### src/rtl/gearbox_fifo.sv
// Bit-granular circular FIFO packing WR_W-bit writes into RD_W-bit reads (LSB-first), with level and hysteretic watermarks.
// Latency: a write accepted at edge N is visible on rd_valid/rd_data in cycle N+1; rd_data is first-word-fall-through.
// Backpressure: wr_ready/rd_valid come from the registered level only; a same-cycle pop or push is never credited.
module gearbox_fifo #(
    parameter int WR_W     = 16,
    parameter int RD_W     = 24,
    parameter int BUF_BITS = 512,
    parameter int HW_MARK  = 384,
    parameter int LW_MARK  = 128,
    parameter int HYST     = 16
) (
    input  logic                          clk,
    input  logic                          clear_n,
    input  logic                          flush,
    input  logic                          wr_valid,
    output logic                          wr_ready,
    input  logic [WR_W-1:0]               wr_data,
    output logic                          rd_valid,
    input  logic                          rd_ready,
    output logic [RD_W-1:0]               rd_data,
    output logic [$clog2(BUF_BITS):0]     level,
    output logic                          almost_full,
    output logic                          almost_empty
);
    localparam int AW  = $clog2(BUF_BITS);
    localparam int PW  = AW + 1;
    localparam int WIX = (WR_W > 1) ? $clog2(WR_W) : 1;

    localparam logic [PW-1:0] HW_SET = PW'(HW_MARK);
    localparam logic [PW-1:0] HW_CLR = PW'(HW_MARK - HYST);
    localparam logic [PW-1:0] LW_SET = PW'(LW_MARK);
    localparam logic [PW-1:0] LW_CLR = PW'(LW_MARK + HYST);

    logic [BUF_BITS-1:0] mem;
    logic [BUF_BITS-1:0] wr_hit;
    logic [BUF_BITS-1:0] wr_bit;
    logic [PW-1:0]       wr_ptr, rd_ptr, level_q;
    logic [PW-1:0]       wr_ptr_n, rd_ptr_n, level_n;
    logic                af_q, ae_q, af_n, ae_n;
    logic                wr_acc, rd_acc;
    logic [AW-1:0]       wr_addr, rd_addr;

    assign wr_ready = (PW'(BUF_BITS) - level_q) >= PW'(WR_W);
    assign rd_valid = level_q >= PW'(RD_W);
    assign wr_acc   = wr_valid && wr_ready;
    assign rd_acc   = rd_valid && rd_ready;
    assign wr_addr  = wr_ptr[AW-1:0];
    assign rd_addr  = rd_ptr[AW-1:0];

    // Each storage bit works out its distance from the write head; modulo
    // arithmetic on AW bits makes a word straddling the top wrap naturally.
    for (genvar b = 0; b < BUF_BITS; b++) begin : g_wr
        logic [AW-1:0] off;
        assign off       = AW'(b) - wr_addr;
        assign wr_hit[b] = wr_acc && (off < AW'(WR_W));
        assign wr_bit[b] = wr_data[off[WIX-1:0]];
    end

    for (genvar i = 0; i < RD_W; i++) begin : g_rd
        logic [AW-1:0] ra;
        assign ra         = rd_addr + AW'(i);
        assign rd_data[i] = mem[ra];
    end

    always_ff @(posedge clk) begin
        for (int b = 0; b < BUF_BITS; b++) begin
            if (wr_hit[b]) begin
                mem[b] <= wr_bit[b];
            end
        end
    end

    always_comb begin
        wr_ptr_n = wr_ptr + (wr_acc ? PW'(WR_W) : '0);
        rd_ptr_n = rd_ptr + (rd_acc ? PW'(RD_W) : '0);
        level_n  = wr_ptr_n - rd_ptr_n;
        af_n     = af_q;
        ae_n     = ae_q;
        if (level_n > HW_SET) begin
            af_n = 1'b1;
        end else if (level_n <= HW_CLR) begin
            af_n = 1'b0;
        end
        if (level_n <= LW_SET) begin
            ae_n = 1'b1;
        end else if (level_n > LW_CLR) begin
            ae_n = 1'b0;
        end
    end

    always_ff @(posedge clk) begin
        if (!clear_n || flush) begin
            wr_ptr  <= '0;
            rd_ptr  <= '0;
            level_q <= '0;
            af_q    <= 1'b0;
            ae_q    <= 1'b1;
        end else begin
            wr_ptr  <= wr_ptr_n;
            rd_ptr  <= rd_ptr_n;
            level_q <= level_n;
            af_q    <= af_n;
            ae_q    <= ae_n;
        end
    end

    assign level        = level_q;
    assign almost_full  = af_q;
    assign almost_empty = ae_q;
endmodule
### config.mk
export PLATFORM = sky130hd
export DESIGN_NAME = gearbox_fifo
export DESIGN_NICKNAME = d
export VERILOG_FILES = /design/src/rtl/gearbox_fifo.sv
export SDC_FILE = /design/constraint.sdc
export NUM_CORES = 1
export LEC_CHECK = 0
export ABC_CLOCK_PERIOD_IN_PS = 7300
export CAP_MARGIN = 5
export CORE_AREA = 10 10 236 238
export DETAILED_ROUTE_END_ITERATION = 8
export DIE_AREA = 0 0 246 248
export DONT_BUFFER_PORTS = 1
export HOLD_SLACK_MARGIN = 0.1
export MAX_ROUTING_LAYER = met4
export PLACE_DENSITY = 0.82
export SLEW_MARGIN = 15
export SYNTH_ARGS = -nofsm -noshare
export SYNTH_HDL_FRONTEND = slang
export SYNTH_SLANG_ARGS = --single-unit
### constraint.sdc
create_clock -name clk -period 7.3 [get_ports clk]
set_input_delay 1.46 -clock clk [delete_from_list [all_inputs] [get_ports clk]]
set_output_delay 1.46 -clock clk [all_outputs]
set_load 0.05 [all_outputs]
==> flow_metrics.py, run 1 <==
metrics = {
    "placed_design": {
        "dpl.hpwl_um": 53200,
        "gp_congestion": 0.938,
        "dp_slack_ns": 1.96,
        "io_buffers": 0,
        "dp_cells": 2389,
    },
    "power": {
        "clock_power_share_pct": 33.3,
        "p_sw_mw": 2.45,
        "power_frac_seq_pct": 41.7,
        "swShare_pct": 29.2,
        "p_leak_nw": 9.57,
        "powerDensity_nw_per_um2": 260,
        "pwr-share-comb_pct": 25.0,
        "ir_drop_v": 0.000197,
        "intPower_mw": 5.94,
    },
    "global_routing": {
        "grt_pass1_vias": 18900,
        "grt_usage_pct": 28.8,
        "use_met1_pct": 36.5,
        "met2_usage_pct": 42.8,
        "grt_pass1_wl_um": 125000,
        "grt_max_degree": 114,
        "grt_overflow_total": 0,
        "met3_usage_pct": 7.68,
        "antenna_found_initial": 3,
        "busiest_layer": "met2",
    },
    "worst_setup_path": {
        "setup.worst_path.class": "reg2out",
        "endpoint_kind": "primary output",
        "arrival_ns": 4.65,
        "crit_top_cell": "buf_4",
        "worstPathRequired_ns": 5.84,
        "crit_slowest_cell": "buf_4",
        "crit_chain": "buf_4 > buf_4 > xnor2_2 > buf_4 > mux4_2 > o2111ai_1 > nand2_1",
        "cp_max_fo": 36,
        "critPathLaunchType": "flip-flop",
        "critPathMaxStageDelay_ns": 0.74,
    },
    "sta": {
        "setup_viol_count_final": 0,
        "fin_crit_sh_pct": 83.7,
        "fmax_mhz": 164,
        "fin_crit_ns": 6.11,
        "hold_viol": 0,
        "layout_setup_ws_ns": 1.19,
        "finClkSkew_ns": 0.0269,
        "rsz0062_at_grt": "no",
        "slew_viol_final": 0,
        "slew_headroom_pct": 11.9,
        "tightest_slew_ns": 1.32,
        "setup_tns_ns": 0,
    },
    "clock_network": {
        "cts_resized": 0,
        "cts_buffer_depth": 3,
        "cts_setup_buffers": 0,
        "clkTransAtPathRegs_ns": 0.06,
        "root_buffer": "clkbuf_16",
        "cts_max_level": 2,
        "cts_tree": "yes",
        "cts_hold_buf": 0,
        "cts_sinks": 533,
        "cts_buffers": 52,
        "clock_latency_ns": 0.62,
    },
    "drt": {
        "drtAntennaViolNets": 0,
        "drc": 0,
        "dr.pass1.iters": 6,
        "wl_per_cell_um": 34.1,
        "vias": 19000,
        "vias_per_cell": 7.65,
        "drt_iter0_drc": 3424,
        "drt_wl_total_um": 84800,
    },
    "synthesis": {
        "syn-instance-count": 1791,
        "yosys_warnings": 0,
        "syn-cell-area_um2": 29800,
        "ys_types": 62,
        "avgSynthCellArea_um2": 16.6,
        "synth-seq-cells": 533,
        "synth-edff-count": 512,
        "postSynth.asyncResetShare_pct": 0,
        "ys_seq_area_share_pct": 53.0,
        "synth_top_flop_cell": "edfxtp_1",
    },
    "die": {
        "dieArea_um2": 61000,
        "die_w_um": 246,
        "start_util_pct": 58.4,
        "io_pins": 59,
        "die_height_um": 248,
        "num_rows": 83,
        "design.core.area_um2": 51000,
    },
    "hold_path": {
        "hold_path_class": "reg2reg",
    },
    "finish": {
        "drive_above_1_share_pct": 31.9,
        "final_nets": 1807,
        "fillers": 3361,
        "final_cell_mix": "edfxtp_1 (512), mux4_2 (377), nand2_1 (164)",
        "seqCellArea_um2": 15800,
        "area_delta_synth_final_pct": 8.41,
        "multi_input_comb_area_um2": 13300,
        "layout_commonest_cell": "edfxtp_1",
        "finalNonFillerCells": 2488,
    },
    "run_status": {
        "run_status": "complete, no violations",
    },
    "flow_run": {
        "drv_cap": 0,
    },
}
==> metrics by stage <==
| step | power (mW) | hold WS, ns | utilization, % | area [um2] |
|---|---|---|---|---|
| 2_1_floorplan | 5.22 | 0.482 | - | 29800 |
| 3_3_place_gp | 5.59 | 0.497 | 59.9 | 30600 |
| 3_5_place_dp | 5.63 | 0.519 | 59.9 | 30600 |
| 4_1_cts | 8.39 | 0.536 | 63.3 | 32300 |
| 5_1_grt | 8.64 | 0.584 | 63.3 | 32300 |
| 6_report | 8.40 | 0.533 | 63.3 | 32300 |
==> registers in the layout, summed over array words and instances (netlist names) <==
name and flops:
almost_empty 1, almost_full 1, level 6, mem 512
rd_ptr 7, wr_ptr 6
==> per-layer routing <==
metal,routed length (um),up-vias
li1,-,7467
met2,39600,1685
met5,0,-
met4,4760,0
met1,27700,9546
met3,12700,324
==> synth_stat cells, types with 26 or more instances <==
library cell / instances / area share (%)
mux2i_1: 87 / 2.9
mux4_2: 377 / 28
buf_4: 40 / 1.0
buf_2: 67 / 1.1
a21oi_1: 50 / 0.84
nand3_1: 56 / 0.94
nand2_1: 164 / 2.1
xnor2_1: 29 / 0.85
clkbuf_1: 27 / 0.34
o21ai_0: 26 / 0.44
edfxtp_1: 512 / 52
nor2_1: 60 / 0.76
==> critical path, delay by kind of cell, from the launching register on <==
kind | cells | cell delay [ns]
XOR/XNOR | 1 | 0.17
AND/OR/NAND/NOR | 1 | 0.45
AO/OA/AOI/OAI | 1 | 0.44
flip-flops | 1 | 0.66
buffers and inverters | 3 | 1.68
multiplexers | 1 | 0.56
==> logic make-up (layout without fill, tap and decap cells) <==
logic type                 count (synthesis)  count (layout)  share of synthesized area [%]
DFF                                      533             533                           53.0
muxes                                    477             477                           31.9
and+or+nand+nor                          363             363                           5.55
AOI/OAI and AO/OA                        189             189                           4.16
buffers and inverters                    164             178                           3.03
xor gates and xnor gates                  41              41                           1.31
adders and majority gates                 23              23                           1.02
other                                      1               4                         0.0126
==> power by group through the flow <==
stage	clock network (mW)	logic, mW	registers, mW
2_1_floorplan	0	1.69	3.52
3_3_place_gp	0	2.02	3.57
3_5_place_dp	0	2.06	3.57
4_1_cts	2.80	2.08	3.51
5_1_grt	2.92	2.21	3.51
6_report	2.79	2.10	3.51
==> worst paths after layout <==
| check | from | end | slack (ns) | depth (start not counted) |
|---|---|---|---|---|
| min reg2reg | wr_ptr[9]$_SDFF_PP0_ | wr_ptr[9]$_SDFF_PP0_ | 0.53 | 2 |
| max | rd_ptr[5]$_SDFF_PP0_ | rd_data[9] | 1.19 | 7 |
| min | wr_ptr[9]$_SDFF_PP0_ | wr_ptr[9]$_SDFF_PP0_ | 0.53 | 2 |
| max reg2reg | rd_ptr[3]$_SDFF_PP0_ | almost_empty$_SDFFE_PP1N_ | 2.36 | 17 |
==> final cells by class <==
type	instances	area share [%]
Sequential cell	533	48.9
Multi-Input combinational cell	1096	41.2
Clock buffer	68	4.34
Tap cell	680	2.63
Timing Repair Buffer	63	1.62
Clock inverter	30	1.05
Inverter	17	0.198
Antenna cell	1	0.00775
Note: power is estimated with default switching activity, not from simulation.
==> run 2, diff against run 1 <==
- ABC_CLOCK_PERIOD_IN_PS: 7300 -> 5800
- clock period: 7.3 -> 5.8 ns (I/O delays scaled with it)
==> run 2 against run 1 <==
  * Combinational power rose by 26%
  * Non-clock buffer count rose by 23
  * Via count grew 2.0%
  * Final cell count increased by 0.96%
  * Utilization grew 0.32 points
  * Total power rose by 25%
  * Clock skew fell by 0.0048 ns
  * Critical path type unchanged
  * Critical endpoint is now rd_data[17]
==> flow_metrics.py, run 2 (synthesized netlist as in run 1, its figures left out) <==
metrics = {
    "die": {
        "io_pins": 59,
        "start_util_pct": 58.4,
        "design.core.area_um2": 51000,
        "dieArea_um2": 61000,
        "die_w_um": 246,
        "die_height_um": 248,
        "num_rows": 83,
    },
    "finish": {
        "drive_above_1_share_pct": 32.9,
        "final_cell_mix": "edfxtp_1 (512), mux4_2 (377), nand2_1 (164)",
        "area_delta_synth_final_pct": 8.96,
        "largest_reg_flops": 512,
        "largest-register": "mem",
        "layout_commonest_cell": "edfxtp_1",
        "design_area_um2": 32500,
        "largestRegisters": "mem (512), rd_ptr (7)",
        "fillers": 3332,
        "final_nets": 1831,
        "finalNonFillerCells": 2512,
    },
    "global_routing": {
        "grt_max_degree": 143,
        "grt_pass1_vias": 19400,
        "antenna_found_initial": 3,
        "grt_usage_pct": 29.7,
        "grt_pass1_wl_um": 129000,
        "grt_overflow_total": 0,
    },
    "clock_network": {
        "cts_setup_buffers": 0,
        "cts_sinks": 533,
        "cts_hold_buf": 0,
        "root_buffer": "clkbuf_16",
        "cts_buffers": 53,
        "cts_tree": "yes",
        "cts_resized": 0,
        "cts_max_level": 2,
        "clkTransAtPathRegs_ns": 0.06,
        "cts_buffer_depth": 3,
        "clock_latency_ns": 0.64,
    },
    "sta": {
        "fmax_mhz": 180,
        "slew_viol_final": 0,
        "finClkSkew_ns": 0.0221,
        "fin_crit_sh_pct": 95.6,
        "slew_headroom_pct": 16.9,
        "tightest_slew_ns": 1.24,
        "rsz0062_at_grt": "no",
        "setup_viol_count_final": 0,
        "setup_tns_ns": 0,
        "fin_crit_ns": 5.54,
        "hold_viol": 0,
    },
    "hold_path": {
        "worstHoldStart": "wr_ptr[9]$_SDFF_PP0_",
        "hold_end": "wr_ptr[9]$_SDFF_PP0_",
        "hold_depth": 2,
        "hold_path_class": "reg2reg",
    },
    "drt": {
        "vias": 19400,
        "drc": 0,
        "drt_iter0_drc": 3655,
        "vias_per_cell": 7.72,
        "wl_per_cell_um": 34.8,
        "drtAntennaViolNets": 0,
        "dr.pass1.iters": 6,
        "drt_wl_total_um": 87500,
    },
    "placed_design": {
        "io_buffers": 0,
        "gp_congestion": 0.967,
        "dp_cells": 2412,
        "dpl.hpwl_um": 55200,
        "dpl_cell_area_um2": 30700,
    },
    "worst_setup_path": {
        "crit_top_cell": "mux4_2",
        "cp_max_fo": 40,
        "cp_num_buf_inv": 1,
        "worstPathRequired_ns": 4.64,
        "worstReg2RegEnd": "almost_full$_SDFFE_PP0P_",
        "setup.worst_path.class": "reg2out",
        "cp_top_family": "multiplexers",
        "crit_chain": "ha_4 > mux4_2 > mux4_2 > a211oi_1 > a31oi_1 > buf_4",
        "critPathMaxStageDelay_ns": 0.78,
        "cp_num_cells": 6,
        "arrival_ns": 4.38,
        "reg2reg_slack_ns": 1.42,
        "r2r-start": "level[4]$_SDFF_PP0_",
        "endpoint_kind": "primary output",
        "ff2ff_path_depth": 15,
        "critPathLaunchType": "flip-flop",
        "crit_slowest_cell": "ha_4",
    },
    "power": {
        "powerDensity_nw_per_um2": 324,
        "ir_drop_v": 0.000242,
        "p_leak_nw": 9.68,
    },
    "flow_run": {
        "drv_cap": 0,
    },
    "run_status": {
        "run_status": "complete, no violations",
    },
}
run 2: cell count changes in the layout (fill, tap and decap cells not counted), moves of 2 or more:
cell	delta
buf_4	+23
clkbuf_1	-6
clkbuf_8	+3
nor2_2	-3
bufinv_16	-2
clkbuf_2	+2
diode_2	+2
nor2_4	+2
nor2b_2	-2
run 2: final cells by class:
cell class / count / area [um2] / area share (%)
Timing Repair Buffer: 86 / 696 / 2.14
Clock buffer: 67 / 1430 / 4.41
Inverter: 17 / 63.8 / 0.197
Tap cell: 680 / 851 / 2.62
Sequential cell: 533 / 15800 / 48.7
Clock inverter: 30 / 298 / 0.917
Antenna cell: 3 / 7.51 / 0.0231
Multi-Input combinational cell: 1096 / 13300 / 41.0
run 2: how the worst max path moves through the flow:
stage | startpoint | to | slack, ns
2_1_floorplan | rd_ptr[3]$_SDFF_PP0_ | mem[144]$_DFFE_PP_ | 1.03
3_3_place_gp | rd_ptr[4]$_SDFF_PP0_ | rd_data[17] | 1.10
3_5_place_dp | rd_ptr[4]$_SDFF_PP0_ | rd_data[17] | 1.10
4_1_cts | rd_ptr[4]$_SDFF_PP0_ | rd_data[17] | 0.39
5_1_grt | rd_ptr[4]$_SDFF_PP0_ | rd_data[17] | 0.15
6_report | rd_ptr[4]$_SDFF_PP0_ | rd_data[17] | 0.26
run 2: where the power goes:
part	internal, mW	leakage [nW]	switching (mW)
sequential	4.27	4.79	0.131
clock	1.97	0.841	1.50
combinational	1.21	4.06	1.44
run 2: worst reg2reg max path: stages, from the launching register on:
cell,delay [ns]
dfxtp_1,0.75
ha_1,0.26
a211oi_1,0.05
nand2_1,0.41
nand2_1,0.23
inv_1,0.14
ha_1,0.17
inv_1,0.07
fa_1,0.44
nand3b_1,0.21
xnor2_1,0.43
ha_1,0.33
a31o_2,0.21
a21oi_1,0.14
mux2i_1,0.32
a21o_1,0.15
run 2: per-stage QoR:
stage / worst slack, ns / power (mW) / util [%] / hold slack (ns)
after global placement: 1.10 / 7.03 / 60.2 / 0.498
after global routing: 0.155 / 10.8 / 63.7 / 0.590
after CTS: 0.386 / 10.5 / 63.6 / 0.544
after floorplan: 1.03 / 6.57 / - / 0.482
after detailed placement: 1.10 / 7.08 / 60.2 / 0.528
final: 0.256 / 10.5 / 63.7 / 0.545
run 2: per-layer routing:
layer	GRT usage [%]	wire (um)
met5	-	0
met3	7.92	14300
met1	37.2	27500
met2	44.3	40600
met4	15.0	5150
